===== config.mk =====
export PLATFORM = sky130hd
export DESIGN_NAME = axi_burst_master
export DESIGN_NICKNAME = d
export VERILOG_FILES = /design/src/rtl/axi_burst_master_pkg.sv /design/src/rtl/axi_burst_master.sv
export SDC_FILE = /design/constraint.sdc
export NUM_CORES = 1
export LEC_CHECK = 0
export BUFFER_PORTS_ARGS = -buffer_cell sky130_fd_sc_hd__buf_4
export CORE_MARGIN = 5
export CORE_UTILIZATION = 35
export DETAILED_ROUTE_END_ITERATION = 10
export PLACE_DENSITY = 0.73
export SETUP_SLACK_MARGIN = 0.05
export SYNTH_ARGS = -nofsm -noshare
export SYNTH_HDL_FRONTEND = slang
export SYNTH_SLANG_ARGS = --single-unit

===== constraint.sdc =====
create_clock -name clk -period 2.7 [get_ports clk]
set_clock_uncertainty 0.1 [all_clocks]
set_input_delay 0.405 -clock clk [delete_from_list [all_inputs] [get_ports clk]]
set_output_delay 0.405 -clock clk [all_outputs]
set_load 0.02 [all_outputs]

===== src/rtl/axi_burst_master_pkg.sv =====
// Shared encodings for the AXI burst master.
// Holds the AXI burst/response/attribute constants, the controller state
// enumeration and a helper that picks the worse of two AXI responses.
package axi_burst_master_pkg;

  localparam logic [1:0] AXI_BURST_INCR    = 2'b01;
  localparam logic [1:0] AXI_RESP_OKAY     = 2'b00;
  localparam logic [1:0] AXI_RESP_SLVERR   = 2'b10;
  localparam logic [3:0] AXI_CACHE_DEFAULT = 4'b0011;
  localparam logic [2:0] AXI_PROT_DEFAULT  = 3'b000;
  localparam int         AXI_4K_BYTES      = 4096;

  typedef enum logic [2:0] {
    ST_IDLE,
    ST_AW,
    ST_W,
    ST_B,
    ST_AR,
    ST_R
  } state_e;

  // AXI response codes rank by severity numerically (DECERR > SLVERR > EXOKAY > OKAY).
  function automatic logic [1:0] resp_max(input logic [1:0] a, input logic [1:0] b);
    return (b > a) ? b : a;
  endfunction

endpackage


===== src/rtl/axi_burst_master.sv =====
// Single-outstanding AXI4 INCR burst master.
// Accepts one command (address, beats-1, direction) at a time, issues the
// address phase, streams write data from s_wr_* or read data to m_rd_*, and
// reports the worst response plus a protocol/boundary error as a one-cycle
// status pulse. Bursts that would cross a 4 KB page are rejected without
// touching the bus.
// Ports:
//   clk, rst          - clock, asynchronous active-high reset
//   cmd_*             - command handshake (addr, len, write, valid/ready)
//   s_wr_*            - write data stream in (data, strb, valid/ready)
//   m_rd_*            - read data stream out (data, last, valid/ready)
//   sts_*             - status pulse (resp, err, valid)
//   m_axi_*           - AXI4 master interface (AW, W, B, AR, R channels)
//
// state   | meaning
// --------+---------------------------------------------------------
// ST_IDLE | cmd_ready high, waiting for a command
// ST_AW   | awvalid held with stable fields until awready
// ST_W    | write beats passed through, down-counter tracks last beat
// ST_B    | bready high, waiting for the write response
// ST_AR   | arvalid held with stable fields until arready
// ST_R    | read beats passed through, down-counter generates last
module axi_burst_master
  import axi_burst_master_pkg::*;
#(
  parameter int DATA_WIDTH = 32,
  parameter int ADDR_WIDTH = 13,
  parameter int STRB_WIDTH = DATA_WIDTH / 8,
  parameter int ID_WIDTH   = 8,
  parameter int AXI_ID     = 0
) (
  input  logic                  clk,
  input  logic                  rst,
  input  logic [ADDR_WIDTH-1:0] cmd_addr,
  input  logic [7:0]            cmd_len,
  input  logic                  cmd_write,
  input  logic                  cmd_valid,
  output logic                  cmd_ready,
  input  logic [DATA_WIDTH-1:0] s_wr_data,
  input  logic [STRB_WIDTH-1:0] s_wr_strb,
  input  logic                  s_wr_valid,
  output logic                  s_wr_ready,
  output logic [DATA_WIDTH-1:0] m_rd_data,
  output logic                  m_rd_last,
  output logic                  m_rd_valid,
  input  logic                  m_rd_ready,
  output logic [1:0]            sts_resp,
  output logic                  sts_err,
  output logic                  sts_valid,
  output logic [ID_WIDTH-1:0]   m_axi_awid,
  output logic [ADDR_WIDTH-1:0] m_axi_awaddr,
  output logic [7:0]            m_axi_awlen,
  output logic [2:0]            m_axi_awsize,
  output logic [1:0]            m_axi_awburst,
  output logic                  m_axi_awlock,
  output logic [3:0]            m_axi_awcache,
  output logic [2:0]            m_axi_awprot,
  output logic                  m_axi_awvalid,
  input  logic                  m_axi_awready,
  output logic [DATA_WIDTH-1:0] m_axi_wdata,
  output logic [STRB_WIDTH-1:0] m_axi_wstrb,
  output logic                  m_axi_wlast,
  output logic                  m_axi_wvalid,
  input  logic                  m_axi_wready,
  input  logic [ID_WIDTH-1:0]   m_axi_bid,
  input  logic [1:0]            m_axi_bresp,
  input  logic                  m_axi_bvalid,
  output logic                  m_axi_bready,
  output logic [ID_WIDTH-1:0]   m_axi_arid,
  output logic [ADDR_WIDTH-1:0] m_axi_araddr,
  output logic [7:0]            m_axi_arlen,
  output logic [2:0]            m_axi_arsize,
  output logic [1:0]            m_axi_arburst,
  output logic                  m_axi_arlock,
  output logic [3:0]            m_axi_arcache,
  output logic [2:0]            m_axi_arprot,
  output logic                  m_axi_arvalid,
  input  logic                  m_axi_arready,
  input  logic [ID_WIDTH-1:0]   m_axi_rid,
  input  logic [DATA_WIDTH-1:0] m_axi_rdata,
  input  logic [1:0]            m_axi_rresp,
  input  logic                  m_axi_rlast,
  input  logic                  m_axi_rvalid,
  output logic                  m_axi_rready
);

  localparam logic [2:0]            AXI_SIZE  = 3'($clog2(STRB_WIDTH));
  localparam logic [ID_WIDTH-1:0]   AXI_ID_V  = ID_WIDTH'(AXI_ID);
  localparam logic [ADDR_WIDTH-1:0] ADDR_MASK = ~ADDR_WIDTH'(STRB_WIDTH - 1);

  state_e                state_q, state_d;
  logic [ADDR_WIDTH-1:0] addr_q, addr_d;
  logic [7:0]            len_q, len_d;
  logic [7:0]            cnt_q, cnt_d;
  logic                  awvalid_q, awvalid_d;
  logic                  arvalid_q, arvalid_d;
  logic [1:0]            resp_acc_q, resp_acc_d;
  logic                  err_acc_q, err_acc_d;
  logic                  sts_valid_q, sts_valid_d;
  logic                  sts_err_q, sts_err_d;
  logic [1:0]            sts_resp_q, sts_resp_d;

  logic [ADDR_WIDTH-1:0] cmd_addr_al;
  logic [31:0]           cmd_off;
  logic [31:0]           cmd_span;
  logic                  cmd_cross;
  logic                  beat_last;
  logic                  w_hs;
  logic                  r_hs;
  logic                  r_err;
  logic [1:0]            resp_new;
  logic                  err_new;

  always_ff @(posedge clk or posedge rst) begin
    if (rst) begin
      state_q     <= ST_IDLE;
      addr_q      <= '0;
      len_q       <= '0;
      cnt_q       <= '0;
      awvalid_q   <= 1'b0;
      arvalid_q   <= 1'b0;
      resp_acc_q  <= AXI_RESP_OKAY;
      err_acc_q   <= 1'b0;
      sts_valid_q <= 1'b0;
      sts_err_q   <= 1'b0;
      sts_resp_q  <= AXI_RESP_OKAY;
    end else begin
      state_q     <= state_d;
      addr_q      <= addr_d;
      len_q       <= len_d;
      cnt_q       <= cnt_d;
      awvalid_q   <= awvalid_d;
      arvalid_q   <= arvalid_d;
      resp_acc_q  <= resp_acc_d;
      err_acc_q   <= err_acc_d;
      sts_valid_q <= sts_valid_d;
      sts_err_q   <= sts_err_d;
      sts_resp_q  <= sts_resp_d;
    end
  end

  always_comb begin
    state_d     = state_q;
    addr_d      = addr_q;
    len_d       = len_q;
    cnt_d       = cnt_q;
    awvalid_d   = awvalid_q;
    arvalid_d   = arvalid_q;
    resp_acc_d  = resp_acc_q;
    err_acc_d   = err_acc_q;
    sts_valid_d = 1'b0;
    sts_err_d   = sts_err_q;
    sts_resp_d  = sts_resp_q;

    cmd_addr_al = cmd_addr & ADDR_MASK;
    cmd_off     = 32'(cmd_addr_al) & 32'h0000_0FFF;
    cmd_span    = (32'(cmd_len) + 32'd1) * 32'(STRB_WIDTH);
    cmd_cross   = (cmd_off + cmd_span) > 32'(AXI_4K_BYTES);

    // The down-counter holds remaining beats after the current one.
    beat_last = (cnt_q == 8'd0);
    w_hs      = (state_q == ST_W) && s_wr_valid && m_axi_wready;
    r_hs      = (state_q == ST_R) && m_axi_rvalid && m_rd_ready;
    r_err     = (m_axi_rlast != beat_last) || (m_axi_rid != AXI_ID_V);
    resp_new  = resp_max(resp_acc_q, m_axi_rresp);
    err_new   = err_acc_q | r_err;

    case (state_q)
      ST_IDLE: begin
        if (cmd_valid) begin
          addr_d     = cmd_addr_al;
          len_d      = cmd_len;
          cnt_d      = cmd_len;
          resp_acc_d = AXI_RESP_OKAY;
          err_acc_d  = 1'b0;
          if (cmd_cross) begin
            sts_valid_d = 1'b1;
            sts_err_d   = 1'b1;
            sts_resp_d  = AXI_RESP_SLVERR;
          end else if (cmd_write) begin
            state_d   = ST_AW;
            awvalid_d = 1'b1;
          end else begin
            state_d   = ST_AR;
            arvalid_d = 1'b1;
          end
        end
      end
      ST_AW: begin
        if (m_axi_awready) begin
          awvalid_d = 1'b0;
          state_d   = ST_W;
        end
      end
      ST_W: begin
        if (w_hs) begin
          if (beat_last) state_d = ST_B;
          else           cnt_d   = cnt_q - 8'd1;
        end
      end
      ST_B: begin
        if (m_axi_bvalid) begin
          state_d     = ST_IDLE;
          sts_valid_d = 1'b1;
          sts_resp_d  = m_axi_bresp;
          sts_err_d   = (m_axi_bid != AXI_ID_V);
        end
      end
      ST_AR: begin
        if (m_axi_arready) begin
          arvalid_d = 1'b0;
          state_d   = ST_R;
        end
      end
      ST_R: begin
        if (r_hs) begin
          resp_acc_d = resp_new;
          err_acc_d  = err_new;
          // Completion follows our own beat count; a misplaced rlast only flags an error.
          if (beat_last) begin
            state_d     = ST_IDLE;
            sts_valid_d = 1'b1;
            sts_resp_d  = resp_new;
            sts_err_d   = err_new;
          end else begin
            cnt_d = cnt_q - 8'd1;
          end
        end
      end
      default: state_d = ST_IDLE;
    endcase
  end

  assign cmd_ready = (state_q == ST_IDLE) && !rst;

  assign s_wr_ready   = (state_q == ST_W) && m_axi_wready;
  assign m_axi_wvalid = (state_q == ST_W) && s_wr_valid;
  assign m_axi_wdata  = s_wr_data;
  assign m_axi_wstrb  = s_wr_strb;
  assign m_axi_wlast  = (state_q == ST_W) && beat_last;
  assign m_axi_bready = (state_q == ST_B);

  assign m_rd_valid   = (state_q == ST_R) && m_axi_rvalid;
  assign m_axi_rready = (state_q == ST_R) && m_rd_ready;
  assign m_rd_data    = m_axi_rdata;
  assign m_rd_last    = (state_q == ST_R) && beat_last;

  assign m_axi_awid    = AXI_ID_V;
  assign m_axi_awaddr  = addr_q;
  assign m_axi_awlen   = len_q;
  assign m_axi_awsize  = AXI_SIZE;
  assign m_axi_awburst = AXI_BURST_INCR;
  assign m_axi_awlock  = 1'b0;
  assign m_axi_awcache = AXI_CACHE_DEFAULT;
  assign m_axi_awprot  = AXI_PROT_DEFAULT;
  assign m_axi_awvalid = awvalid_q;

  assign m_axi_arid    = AXI_ID_V;
  assign m_axi_araddr  = addr_q;
  assign m_axi_arlen   = len_q;
  assign m_axi_arsize  = AXI_SIZE;
  assign m_axi_arburst = AXI_BURST_INCR;
  assign m_axi_arlock  = 1'b0;
  assign m_axi_arcache = AXI_CACHE_DEFAULT;
  assign m_axi_arprot  = AXI_PROT_DEFAULT;
  assign m_axi_arvalid = arvalid_q;

  assign sts_valid = sts_valid_q;
  assign sts_err   = sts_err_q;
  assign sts_resp  = sts_resp_q;

endmodule


==> impl_metrics.yaml, run 1 <==
logic_synthesis:
  yosysMostFrequentCell: "buf_4"
  synth_top_cell_area_share: 0.2762
  synth_cell_types: 60
  syn_avg_cell_area_um2: 8.795
  synth_area_leaders: "buf_4 28%, dfrtp_1 27%, ha_1 5.9%"
  yosys.area.top_type: "buf_4"
  ys.flop_type: "dfrtp_1"
  ys_seq_area_frac: 0.2700
  yosysWarnings: 0
  synthCells: 411
  synthesis.area_mm2: 0.003615
  synth_edf_count: 0
  synth_commonest_cells: "133 x buf_4, 39 x dfrtp_1, 22 x nor2_1"
  synth_async_sr_flop_share: 1.000
  ys_ff_latch: 39
drt:
  drt_iter0_markers: 88
  firstDrtPassIters: 4
  vias_per_cell: 4.754
  vias: 2857
  routedWlPerCell_um: 16.24
  ant_nets: 0
  drt_wl_total_um: 9759
  drcViolationCount: 0
die:
  chipWidth_um: 111.6
  dieArea_mm2: 0.01246
  ioPinCount: 287
  coreArea_mm2: 0.01018
  rows: 37
  die_h_um: 111.6
  start_util: 0.3549
final_layout:
  fin_util: 0.4204
  layout.nets: 603
  layout-drive-gt1-share: 0.4452
  antenna_cells: 0
  area_growth_syn_to_layout_pct: 18.45
worst_setup_path:
  path_class: "in -> reg"
  critical_path_required_ns: 2.79
  cp.arrival_ns: 3.11
  end_kind: "register"
  cp-start-kind: "primary input"
  worstPathMaxFanout: 5
min_path:
  hold_path.class: "in -> async"
sta:
  hold-worst-slack_ns: 0.1643
  maxSlewViolCount: 0
  hold_viol: 0
  period_minus_slack_ns: 3.018
  setup_ws_ns: -0.3179
  worstMarginPinSlew_ns: 1.114
  slew_headroom: 0.2529
  rsz0062_at_grt: "yes"
  finalSetupViolCount: 8
  max_freq_mhz: 331.4
  min_period_over_period: 1.118
job:
  cap_viol_max_count: 0
placement:
  numPortBuffers: 102
  place_ws_ns: -0.5814
  post-dp-hpwl_um: 8019
  gp_congestion: 0.8946
global_routing:
  antenna_found_initial: 0
  grt_pass1_vias: 2767
  grt_pass1_wl_um: 14840
  grt_max_degree: 30
  overflow: 0
  gr-usage-all-layers: 0.1453
pwr:
  p_leak_nw: 2.067
  peakVddDrop_mv: 0.5675
  powerDensity_mw_per_mm2: 942.9
clock_tree:
  cts_buffer_depth: 2
  h-tree-depth: 2
  root_buffer: "clkbuf_8"
  cts_tree: "yes"
  insertion_delay_ns: 0.29
  cts_hold_buffers: 0
  cts_sinks: 39
  clk_pin_slew_ns: 0.08
  numCtsBuffers: 5
status:
  violations: "negative setup slack"
  outcome: "finished, violations left"
## metrics by stage
stage                     std cells  instance area [um^2]  setup TNS [ns]  total power [mW]
after detailed placement        584                  3961          -3.714             3.431
after CTS                       597                  4173         -0.9368             3.993
after global routing            601                  4282          -2.601             4.309
after global placement          584                  3961          -3.278             3.363
after floorplan                 455                  3807          -1.053             2.864
final                           601                  4282          -2.058             4.037
## layer usage
layer / vias up / global-route usage / part of all wire
met1: 1342 / 0.1590 / 0.37
li1: 1337 / - / -
met2: 155 / 0.2662 / 0.52
met4: 0 / 0.04623 / 0.021
met3: 23 / 0.04511 / 0.087
met5: - / 0 / 0
## cell usage in the layout, fill, tap and decap left out, drive strengths merged, types with 5 or more instances in the layout
cell,n
nand2,20
and2,6
nand3,7
nor2,23
mux2,20
nor3,9
a21oi,17
dfrtp,39
o21ai,24
xnor2,7
buf,145
ha,17
conb,46
inv,13
and3,5
clkbuf,6
nor4,7
## state kept, by name, indices dropped and copies added (netlist names)
register       flops
resp_acc_q         2
m_axi_arvalid      1
cnt_q              8
m_axi_arlen        8
m_axi_awvalid      1
sts_resp           2
sts_valid          1
m_axi_araddr      11
sts_err            1
state_q            3
err_acc_q          1
## report_power, final
part / total [mW] / switching (mW) / internal, mW
Clock: 0.517 / 0.218 / 0.299
Combinational: 2.39 / 1.30 / 1.09
Sequential: 1.13 / 0.270 / 0.862
## critical path, stage by stage
cell	delay, ns
buf_8	0.09
ha_4	0.14
nand3_4	0.08
xnor2_2	0.14
ha_1	0.33
o21ai_2	0.17
a31oi_2	0.07
or3_4	0.41
a2111oi_4	0.32
a41oi_2	0.25
buf_4	0.20
and3_4	0.18
o41ai_2	0.31
## kinds of logic after synthesis
group           after synthesis  share of synthesized area
compound gates               66                     0.1257
simple gates                 95                     0.1392
xor+xnor                     11                    0.02665
flops                        39                     0.2700
other cells                   2                   0.002078
buf+inv                     157                     0.3015
mux                          23                    0.07061
fa+ha+maj                    18                    0.06438
## what timing repair did
action,CTS,global route
pin swaps,0,11
gates resized for setup,14,15
endpoints found under the setup margin,9,9
endpoints found under the hold margin,0,0
gates cloned,0,0
buffers inserted,6,5
## final timing paths
kind	startpoint	to	slack, ns	depth (start not counted)
max in group asynchronous	rst	m_axi_araddr[2]$_DFFE_PP0P_	1.73	3
setup reg to reg	cnt_q[4]$_DFFE_PP0P_	sts_resp[0]$_DFFE_PP0P_	0.34	5
hold reg to reg	resp_acc_q[1]$_DFFE_PP0P_	resp_acc_q[1]$_DFFE_PP0P_	0.41	2
setup / recovery	cmd_len[0]	m_axi_arvalid$_DFFE_PP0P_	-0.32	13
min in group clk	cmd_write	m_axi_arvalid$_DFFE_PP0P_	0.23	2
hold / removal	rst	state_q[1]$_DFFE_PP0P_	0.16	2
## final cells by class
class	instances	area [um^2]
fill	1020	5903
multi-input combinational	259	1852
timing repair buffer	145	1111
sequential	39	978.4
tap	136	170.2
clock buffer	6	82.58
inverter	14	52.55
clock inverter	2	35.03
(Power assumes the default switching activity.)
==> inputs of run 2 (changes only) <==
==> constraint.sdc (replaced) <==
create_clock -name clk -period 2.9 [get_ports clk]
set_clock_uncertainty 0.1 [all_clocks]
set_input_delay 0.435 -clock clk [delete_from_list [all_inputs] [get_ports clk]]
set_output_delay 0.435 -clock clk [all_outputs]
set_load 0.02 [all_outputs]
==> impl_metrics.yaml, run 2 (synthesis results as in run 1) <==
clock_tree:
  numCtsBuffers: 5
  insertion_delay_ns: 0.29
  root_buffer: "clkbuf_8"
  cts_buffer_depth: 2
  clk_pin_slew_ns: 0.08
  cts_tree: "yes"
  h-tree-depth: 2
  cts_sinks: 39
worst_setup_path:
  cp.depth: 13
  crit_end: "sts_err$_DFFE_PP0P_"
  crit_family: "compound AO/OA/AOI/OAI gates"
  cp.arrival_ns: 3.09
  r2r_end: "sts_err$_DFFE_PP0P_"
  cp-start-kind: "primary input"
  cp_cell_sequence: "buf_8 -> ha_4 -> nand3_4 -> nor2_4 -> xor2_1 -> ha_1 -> buf_4 -> or3_4 -> a2111oi_4 -> a41oi_2 -> a41oi_2 -> buf_6 -> mux2_4"
  critical_path_required_ns: 2.98
  reg2reg_slack_ns: 0.33
  r2r-start: "cnt_q[3]$_DFFE_PP0P_"
  path_class: "in -> reg"
  end_kind: "register"
  critPathSlowestCell: "or3_4"
  ff2ff_path_depth: 7
  critical-path-max-stage-delay_ns: 0.39
  worstPathMaxFanout: 5
  critPathBufInv: 3
  worstSetupStartpoint: "cmd_len[0]"
  cp_common_cell: "a41oi_2"
final_layout:
  largest_register_ffs: 11
  antenna_cells: 0
  fillers: 1016
  layout.nets: 596
  layout-drive-gt1-share: 0.4214
  area_growth_syn_to_layout_pct: 16.86
  layout.cells.non_filler: 594
  final_common_cell: "buf_4"
  final_cell_mix: "132 x buf_4, 46 x conb_1, 39 x dfrtp_1"
status:
  outcome: "finished, violations left"
  violations: "negative setup slack"
global_routing:
  overflow: 0
  grt_max_degree: 26
  antenna_found_initial: 0
  gr-usage-all-layers: 0.1401
  grt_pass1_vias: 2798
  grt_pass1_wl_um: 14320
die:
  dieArea_mm2: 0.01246
  rows: 37
  start_util: 0.3549
  chipWidth_um: 111.6
  ioPinCount: 287
  die_h_um: 111.6
  coreArea_mm2: 0.01018
sta:
  hold_viol: 0
  rsz0062_at_grt: "yes"
  slew_headroom: 0.3758
  finalSetupViolCount: 5
  period_minus_slack_ns: 3.006
  setup_ws_ns: -0.1057
  maxSlewViolCount: 0
  worstMarginPinSlew_ns: 0.9305
  min_period_over_period: 1.036
  max_freq_mhz: 332.7
min_path:
  hold_path.class: "in -> async"
pwr:
  powerDensity_mw_per_mm2: 878.7
  total_power_mw: 3.712
  peakVddDrop_mv: 0.4737
  p_leak_nw: 2.030
drt:
  routedWlPerCell_um: 15.47
  ant_nets: 0
  firstDrtPassIters: 4
  drt_iter0_markers: 98
  drcViolationCount: 0
  drt_wl_total_um: 9190
  vias: 2817
  vias_per_cell: 4.742
placement:
  gp_congestion: 0.8907
  place_ws_ns: -0.4765
  numPortBuffers: 102
  post-dp-hpwl_um: 7418
  placed_cells: 578
job:
  cap_viol_max_count: 0
[run 2: cell types whose count changed in the layout (fill, tap and decap cells not counted), moves of 2 or more]
cell     previous run  this run
buf_4             140       132
dfrtp_1            37        39
dfrtp_2             2         0
nor2_1             19        21
xnor2_1             3         5
xnor2_2             4         2
[run 2: timing repair]
| action | 4_1_cts | 5_1_grt |
|---|---|---|
| setup endpoints to repair | 6 | 7 |
| gates resized for setup | 20 | 3 |
| buffers inserted | 5 | 3 |
| pin swaps | 11 | 7 |
| hold buffers | 0 | 0 |
| endpoints found under the hold margin | 0 | 0 |
[run 2: worst min-delay path by stage]
| stage | slack, ns | to | start |
|---|---|---|---|
| floorplan | 0.37 | resp_acc_q[1]$_DFFE_PP0P_ | resp_acc_q[1]$_DFFE_PP0P_ |
| CTS | 0.15 | sts_err$_DFFE_PP0P_ | rst |
| global route | 0.17 | state_q[1]$_DFFE_PP0P_ | rst |
| finish | 0.14 | state_q[1]$_DFFE_PP0P_ | rst |
| global placement | 0.38 | m_axi_awvalid$_DFFE_PP0P_ | m_axi_awvalid$_DFFE_PP0P_ |
| detailed placement | 0.39 | sts_resp[1]$_DFFE_PP0P_ | sts_resp[1]$_DFFE_PP0P_ |
[run 2: power by group]
| part | internal (mW) | total, mW | leakage (nW) | switching (mW) |
|---|---|---|---|---|
| sequential | 0.800 | 1.06 | 0.473 | 0.262 |
| clock | 0.343 | 0.544 | 0.0644 | 0.201 |
| combinational | 0.947 | 2.11 | 1.49 | 1.16 |
| total | 2.09 | 3.71 | 2.03 | 1.62 |
[run 2: metal layers]
layer,share of wire,GRT usage,vias to the layer above,wire length [um]
met2,0.50,0.2350,135,4562
met4,0.035,0.06975,0,320
met3,0.079,0.03478,37,725
met1,0.39,0.1666,1319,3581
li1,-,-,1326,-
met5,0,0,-,0
[run 2: final cells by class]
type,count,area [um^2],share of cell area
Tap cell,136,170.2,0.04028
Clock inverter,3,67.56,0.01600
Clock buffer,5,68.82,0.01629
Timing Repair Buffer,138,1066,0.2524
Inverter,14,52.55,0.01244
Sequential cell,39,975.9,0.2310
Multi-Input combinational cell,259,1823,0.4316
[run 2: stage by stage]
step / TNS [ns] / cell area, um^2 / hold slack, ns / utilization
finish: -0.3569 / 4224 / 0.1407 / 0.4147
global route: -1.061 / 4224 / 0.1680 / 0.4147
CTS: -0.1917 / 4193 / 0.1549 / 0.4117
detailed placement: -2.886 / 3916 / 0.3857 / 0.3845
global placement: -2.543 / 3916 / 0.3760 / 0.3845
floorplan: -0.2005 / 3807 / 0.3688 / -
